**config.mk**
```make
export PLATFORM = sky130hd
export DESIGN_NAME = adder_share_arbiter
export DESIGN_NICKNAME = d
export VERILOG_FILES = /design/src/rtl/adder_share_arbiter.sv
export SDC_FILE = /design/constraint.sdc
export NUM_CORES = 1
export LEC_CHECK = 0
export ABC_AREA = 1
export CAP_MARGIN = 5
export CORE_MARGIN = 3
export CORE_UTILIZATION = 25
export DETAILED_ROUTE_END_ITERATION = 7
export SLEW_MARGIN = 20
export SYNTH_ARGS = -nofsm -noshare
export SYNTH_HDL_FRONTEND = slang
export SYNTH_SLANG_ARGS = --single-unit
export TNS_END_PERCENT = 30
```
**constraint.sdc**
```tcl
create_clock -name clk -period 7.1 [get_ports clk]
set_input_delay 0.71 -clock clk [delete_from_list [all_inputs] [get_ports clk]]
set_output_delay 0.71 -clock clk [all_outputs]
set_load 0.02 [all_outputs]
```
**src/rtl/adder_share_arbiter.sv**
```systemverilog
// Round-robin arbiter sharing one registered 16-bit ripple-carry adder among
// NUM_REQ requesters; results return tagged with the owner's ID.
//
// state | meaning
// IDLE  | waiting for any req; grants round-robin from r_ptr
// EXEC  | operands registered, ack pulse high, adder evaluating
// DONE  | result held valid until result_ready

module adder_16bit (
  input  logic [15:0] i_a,
  input  logic [15:0] i_b,
  input  logic        i_cin,
  output logic [15:0] o_sum,
  output logic        o_cout
);
  logic [16:0] w_c;

  assign w_c[0] = i_cin;

  for (genvar i = 0; i < 16; i++) begin : g_fa
    assign o_sum[i]   = i_a[i] ^ i_b[i] ^ w_c[i];
    assign w_c[i + 1] = (i_a[i] & i_b[i]) | (w_c[i] & (i_a[i] ^ i_b[i]));
  end

  assign o_cout = w_c[16];
endmodule

module adder_share_arbiter #(
  parameter int NUM_REQ = 4,
  parameter int ID_W    = 2
) (
  input  logic                    clk,
  input  logic                    rst,
  input  logic [NUM_REQ-1:0]      req,
  input  logic [16*NUM_REQ-1:0]   a_in,
  input  logic [16*NUM_REQ-1:0]   b_in,
  input  logic [NUM_REQ-1:0]      cin_in,
  output logic [NUM_REQ-1:0]      ack,
  output logic                    result_valid,
  input  logic                    result_ready,
  output logic [15:0]             result_sum,
  output logic                    result_overflow,
  output logic [ID_W-1:0]         result_id,
  output logic                    busy
);
  localparam int PTR_W = (NUM_REQ > 1) ? $clog2(NUM_REQ) : 1;

  typedef enum logic [1:0] {IDLE, EXEC, DONE} state_t;

  state_t              r_state;
  state_t              w_state_nxt;
  logic [PTR_W-1:0]    r_ptr;
  logic [ID_W-1:0]     r_gid;
  logic [15:0]         r_op_a;
  logic [15:0]         r_op_b;
  logic                r_op_cin;
  logic [NUM_REQ-1:0]  r_ack;
  logic                r_valid;
  logic [15:0]         r_sum;
  logic                r_ovf;
  logic [ID_W-1:0]     r_id;

  logic                w_found;
  logic [PTR_W-1:0]    w_gnt;
  logic [PTR_W-1:0]    w_ptr_nxt;
  logic [NUM_REQ-1:0]  w_onehot;
  logic [15:0]         w_sel_a;
  logic [15:0]         w_sel_b;
  logic                w_sel_cin;
  logic [15:0]         w_sum;
  logic                w_cout;
  int                  w_idx;

  // Search from r_ptr upward; the wrap subtracts rather than masks so that
  // non-power-of-2 requester counts stay in range.
  always_comb begin
    w_found   = 1'b0;
    w_gnt     = '0;
    w_onehot  = '0;
    w_sel_a   = '0;
    w_sel_b   = '0;
    w_sel_cin = 1'b0;
    w_idx     = 0;
    for (int i = 0; i < NUM_REQ; i++) begin
      w_idx = int'(r_ptr) + i;
      if (w_idx >= NUM_REQ) w_idx = w_idx - NUM_REQ;
      if (!w_found && req[w_idx]) begin
        w_found          = 1'b1;
        w_gnt            = PTR_W'(w_idx);
        w_onehot[w_idx]  = 1'b1;
        w_sel_a          = a_in[w_idx*16 +: 16];
        w_sel_b          = b_in[w_idx*16 +: 16];
        w_sel_cin        = cin_in[w_idx];
      end
    end
  end

  assign w_ptr_nxt = (w_gnt == PTR_W'(NUM_REQ - 1)) ? '0 : w_gnt + 1'b1;

  adder_16bit u_adder (
    .i_a    (r_op_a),
    .i_b    (r_op_b),
    .i_cin  (r_op_cin),
    .o_sum  (w_sum),
    .o_cout (w_cout)
  );

  always_comb begin
    w_state_nxt = r_state;
    case (r_state)
      IDLE:    if (w_found) w_state_nxt = EXEC;
      EXEC:    w_state_nxt = DONE;
      DONE:    if (result_ready) w_state_nxt = IDLE;
      default: w_state_nxt = IDLE;
    endcase
  end

  always_ff @(posedge clk) begin
    if (rst) begin
      r_state  <= IDLE;
      r_ptr    <= '0;
      r_gid    <= '0;
      r_op_a   <= '0;
      r_op_b   <= '0;
      r_op_cin <= 1'b0;
      r_ack    <= '0;
      r_valid  <= 1'b0;
      r_sum    <= '0;
      r_ovf    <= 1'b0;
      r_id     <= '0;
    end else begin
      r_state <= w_state_nxt;
      case (r_state)
        IDLE: begin
          if (w_found) begin
            r_op_a   <= w_sel_a;
            r_op_b   <= w_sel_b;
            r_op_cin <= w_sel_cin;
            r_gid    <= ID_W'(w_gnt);
            r_ack    <= w_onehot;
            r_ptr    <= w_ptr_nxt;
          end
        end
        EXEC: begin
          r_sum   <= w_sum;
          r_ovf   <= w_cout;
          r_id    <= r_gid;
          r_valid <= 1'b1;
          r_ack   <= '0;
        end
        DONE: begin
          if (result_ready) r_valid <= 1'b0;
        end
        default: ;
      endcase
    end
  end

  assign ack             = r_ack;
  assign result_valid    = r_valid;
  assign result_sum      = r_sum;
  assign result_overflow = r_ovf;
  assign result_id       = r_id;
  assign busy            = (r_state != IDLE);
endmodule

```
# Word-level counts from Yosys, hierarchy flattened
# Cells that the tools add are included.
word_totals:
  ff_bits: 63
  latchBits: 0
  ramBits: 0
  romBits: 0
  inputBits: 139
  out_inout_bits: 25
  elab_cells: 213
  n_memories: 0
classes:
  addsub: 8
  multipliers: 0
  n_div: 0
  order_cmp: 12
  eq_ne: 5
  n_shift: 8
  n_mux: 68
  n_bitwise: 83
  reduce_logical: 18
ops:
  columns: ["operator", "count"]
  rows:
  - ["64-bit by 32-bit indexed part select with 16-bit output", 8]
  - ["32-bit by 1-bit greater-or-equal comparator with 1-bit output, second input constant", 4]
  - ["32-bit by 4-bit less-than comparator with 1-bit output, second input constant", 4]
  - ["16-bit 2-to-1 mux", 8]
  - ["32-bit 2-to-1 mux", 4]
  - ["1-bit AND", 32]
  - ["1-bit XOR", 32]
  - ["1-bit 2-to-1 mux", 29]
  - ["4-bit 2-to-1 mux", 5]
  - ["1-bit binary-select mux with 2-bit select", 8]
  - ["1-bit bitwise OR", 16]
  - ["2-bit 2-to-1 mux", 7]
  - ["4-bit bitwise OR", 3]
  - ["3-bit by 3-bit subtractor with 4-bit output, second input constant", 3]
  - ["3-bit greater-or-equal comparator, second input constant", 3]
  - ["1-bit demux with 2-bit select", 4]
  - ["4-bit case mux with 2 select lines", 1]
  - ["2-bit AND reduction", 4]
  - ["1-bit logical AND", 7]
  - ["2-bit by 2-bit adder with 3-bit output, second input constant", 2]
  - ["2-bit case mux with 3 select lines", 1]
  - ["2-bit nonzero test", 3]
  - ["2-bit == test, second input constant", 2]
  - ["2-bit inequality test, second input constant", 2]
  - ["8 further kinds", 10]

# Depth between registers and ports, before layout
# Gate-level depths: netlist of run 1.
depth:
  depth_word: 33
  depth_mapped: 20

# Hierarchy
# A second synthesis of run 1 with hierarchy kept.
hier_totals:
  cells_unflattened: 1495
  area_unflattened_um2: 7623.6
by_module_without_submodules:
  columns: ["mod", "instances", "cells_per_inst", "area_per_inst_um2", "seq_area_each_um2"]
  rows:
  - ["adder_share_arbiter", 1, 1469, 7265.7, 1261.2]
  - ["adder_16bit", 1, 26, 357.8, 0.0]

# Worst setup path before layout of run 1
# OpenSTA, ideal clock, no wires.
synth_path:
  kind: "reg2reg"
  startpoint: "register r_op_a[0]"
  endpoint: "register r_sum[15] (netlist: result_sum[15])"
  setup_ns: 0.070
  arrival_time_ns: 6.431
  t_required_ns: 7.030
  path_slack_ns: 0.599
  stages_incl_launch_ff: 21
  path_buffers: 0
  synth_period_minus_slack_ns: 6.501
  cell_sequence: "dfxtp_1 fa_1 inv_1 fa_1 inv_1 fa_1 fa_1 fa_1 fa_1 fa_1 fa_1 fa_1 fa_1 fa_1 fa_1 fa_1 fa_1 fa_1 inv_1 fa_1 a21oi_1"
synth_via:
  elab_chain_cells: 32
synth_rtl:
  columns: ["element", "line_no", "rtl"]
  rows:
  - ["start, declared", "54", "logic [15:0] r_op_a;"]
  - ["start signal, assigned", "136", "r_op_a <= w_sel_a;"]
  - ["1-bit XOR", "22", "assign w_c[i + 1] = (i_a[i] & i_b[i]) | (w_c[i] & (i_a[i] ^ i_b[i]));"]
  - ["1-bit AND", "22", null]
  - ["1-bit bitwise OR (*)", "22", null]
  - ["1-bit AND (*)", "22", null]
  - ["1-bit bitwise OR (*)", "22", null]
  - ["1-bit AND (*)", "22", null]
  - ["1-bit bitwise OR (*)", "22", null]
  - ["1-bit AND (*)", "22", null]
  - ["[... 16 more ...]", null, null]
  - ["1-bit bitwise OR (*)", "22", null]
  - ["1-bit AND (*)", "22", null]
  - ["1-bit bitwise OR (*)", "22", null]
  - ["1-bit AND (*)", "22", null]
  - ["1-bit bitwise OR (*)", "22", null]
  - ["1-bit AND (*)", "22", null]
  - ["1-bit bitwise OR (*)", "22", null]
  - ["1-bit XOR (*)", "21", "assign o_sum[i] = i_a[i] ^ i_b[i] ^ w_c[i];"]
  - ["end signal, assigned", "145", "r_sum <= w_sum;"]
  - ["end, declared", "59", "logic [15:0] r_sum;"]
# Every way passes the cells marked *; elsewhere a longest branch is shown, timed or not.
# A chain may end at the register's enable or synchronous reset.

# Worst setup path after layout of run 1
# Ends and elaborated chain as after synthesis.

==> results of run 1 <==
==> synthesized netlist by cell type (4+ instances only) <==
cell type  number  area share
nand2_2         4      0.0033
buf_4           8      0.0079
nand4_1        43       0.036
nand2_1       738        0.37
nor2_1        175       0.087
inv_1          89       0.044
inv_2           5      0.0025
ha_1            8       0.013
a21oi_1         7      0.0046
o21ai_0        25       0.017
nand3_1       174        0.12
a21boi_0       33       0.033
dfxtp_1        63        0.17
fa_1           16       0.042
clkbuf_1       55       0.027
buf_1          11      0.0055
a22oi_1         4      0.0040
buf_2          25       0.017
==> layout make-up <==
cell class              instances  area, µm²
diodes                          1       2.50
clock buffers                  10        239
clock inverters                 4       46.3
fillers                      3296      20000
inverters                      94        355
multi-input cells            1233       5540
flip-flops and latches         63       1270
well taps                     390        488
repair buffers                176       1740
==> flip-flops by register name, indices dropped and copies added (netlist names) <==
name             count
ack                  4
r_op_a              16
result_valid         1
result_overflow      1
r_op_cin             1
r_state              2
result_id            2
r_gid                2
result_sum          16
r_ptr                2
r_op_b              16
==> how the worst max path moves through the flow <==
stage              start        endpoint  slack, ns
6_report       r_op_a[0]  result_sum[15]       0.26
5_1_grt        r_op_a[0]  result_sum[15]       0.04
4_1_cts        r_op_a[0]  result_sum[15]       0.26
3_5_place_dp   r_op_a[0]  result_sum[15]       0.28
3_3_place_gp   r_op_a[0]  result_sum[15]       0.37
2_1_floorplan  r_op_a[0]  result_sum[15]       0.60
==> metrics by stage <==
stage          hold slack (ns)  area (µm²)  utilization  setup slack (ns)
2_1_floorplan            0.420        7570            -             0.599
3_3_place_gp             0.444        9370        0.315             0.371
3_5_place_dp             0.446        9370        0.315             0.279
4_1_cts                  0.458        9650        0.325             0.257
5_1_grt                  0.473        9670        0.325            0.0417
6_report                 0.453        9670        0.325             0.258
==> cells by family (layout without fill, tap and decap cells) <==
logic type                 Yosys count  after routing  synth area share
adders and majority gates           24             24            0.0555
other                                0              1                 0
muxes                                2              2           0.00264
DFF                                 63             63             0.167
and+or+nand+nor                   1137           1137             0.611
AOI/OAI and AO/OA                   70             70            0.0588
buffers and inverters              194            284             0.105
==> critical path, stage by stage (launching register included) <==
cell and delay (ns):
dfxtp_1 0.33, fa_1 0.43, inv_1 0.07, fa_1 0.16, inv_1 0.05, fa_1 0.37, fa_1 0.38, fa_1 0.39
fa_1 0.39, fa_1 0.39, fa_1 0.39, fa_1 0.40, fa_1 0.40, fa_1 0.40, fa_1 0.42, fa_1 0.41
fa_1 0.41, fa_1 0.37, inv_1 0.08, fa_1 0.41, a21oi_1 0.12
==> power groups by stage <==
stage          sequential, mW  combinational, mW  clock [mW]
2_1_floorplan           0.650               1.79           0
3_3_place_gp            0.679               2.59           0
3_5_place_dp            0.682               2.63           0
4_1_cts                 0.677               2.64       0.439
5_1_grt                 0.702               2.97       0.457
6_report                0.674               2.64       0.429
==> per-layer routing <==
layer	up-vias	routed length, µm	GRT usage
met3	38	1950	0.0315
met2	341	14200	0.301
met1	4282	13500	0.243
met4	4	461	0.0411
met5	-	20	0
li1	4831	-	-
==> results.md, run 1 <==
* Hold_sp: r_op_a[1]
* Largest net degree at the start of global routing at 87
* Synth Area per Inst at 5.08 µm²
* Via density at 4.82
* Number of I/O port buffers at 163
* WP data required at 7.36 ns
* #FFs+latches synth at 63
* I/O pins at 164
* Part of the power in registers at 0.180
* Routability cong. at 0.808
* Share of cells above drive strength 1 at 0.0297
* Vias in the first global route at 8,795
* P_int at 1.65 mW
* Final net count at ~1.7k
* Period minus WS final at ~7 ns
* First-pass GRT wire length at roughly 47,000 µm
* Residual DRC at 0
* GRT Total Usage at 0.180
* Commonest non-fill, non-tap cell in the layout: nand2_1
* Sw Ratio at 0.559
* Worst min-delay path class: register to register
* Critical Path AT at 7.11 ns
* Layout area overhead at 27.8%
* EDFF count, synth at 0
* Max Clock Freq at between 100 and 150 MHz
* Comb pwr share at 0.705
* Sequential share of the synthesized area at 0.167
* Cells after synthesis at 1,490
* R2R cell count at 20
* Clk pwr share at 0.115
* Max Clock Skew at 0.00454 ns
* Slew of the pin with the lowest slew margin at roughly 1.1 ns
* Setup-violating endpoint count in the final report at 0
* Hold path cells at 2
* Ys async rst share at 0
* Die Wd at 180 µm
* Commonest non-fill, non-tap cells in the layout: nand2_1 (736), nand3_1 (174), nor2_1 (172), clkdlybuf4s50_1 (163), inv_1 (89)
* DP Cell Count at 1,955
* Clock transition at the registers of the reported paths at 0.05 ns
* Final Hold Viols at 0
* Initial antenna violation count at 2
* Yosys Warn Count at 0
* Longest Clk Path Bufs at 2
* Clk sinks at 63
* Post-synth top flop: dfxtp_1
* CTS tree: done
* R2r setup slk at between 0.2 and 0.3 ns
* RR Endpoint: result_sum[15]
* Row Count at 63
* CP Class: register to register
* NetSw at between 2 and 2.5 mW
* WHS Endpoint: r_op_a[1]
* Outcome: finished, final reports clean
* Static leakage power at slightly above 5 nW
* PostCTS Resize Cnt at 0
* Peak VDD IR at 0.172 mV
* H-tree Lvls at 3
* Via count at 9,496
* Post-DP HPWL at 20,300 µm
* Worst setup SP type: register
* Gr ovfl total at 0
* DR iter-0 viols at 782
* Power Density at 387 mW/mm²
* Pins Over Slew Limit at 0
* Total CTS buffers at 9
* Core Region at 0.0297 mm²
* Worst R2R Start: r_op_a[0]
* Mapped cell area at approximately 0.0076 mm²
* Die area at 0.0324 mm²
* Total power at 3.74 mW
* Final ANT Viol Nets at 0
* Initial Util at 0.255
* Cell variety after synth at 24
* Total iterations of the first detailed-routing run at 7
* Final TNS setup at 0 ns
* RSZ-0062 raised after global routing: no
* Average wire per standard cell at 15.3 µm
* Syn_nets at approximately 1.7k
* Slew HR at 0.258
* Clk Latency, worst-skew pair at 0.33 ns
* Die H at 180 µm
* Crit. End Element: register
* Post-CTS Hold Buffers at 0
* Post-route insts no fill at 1,971
* Routed wire length at 30,200 µm
* Clk root buf: clkbuf_16
* Setup repair bufs after CTS at 0
* Crit Path Max Fanout at 2
* Max-cap viol count at 0
* Fin crit share at 0.964
Note: power is estimated with default switching activity, not from simulation.
==> run 2: changes to the inputs <==
ABC_CLOCK_PERIOD_IN_PS = 7100   (was unset)
==> results of run 2 <==
Same layout as run 1: the final DEF is identical, and so are final timing and power.
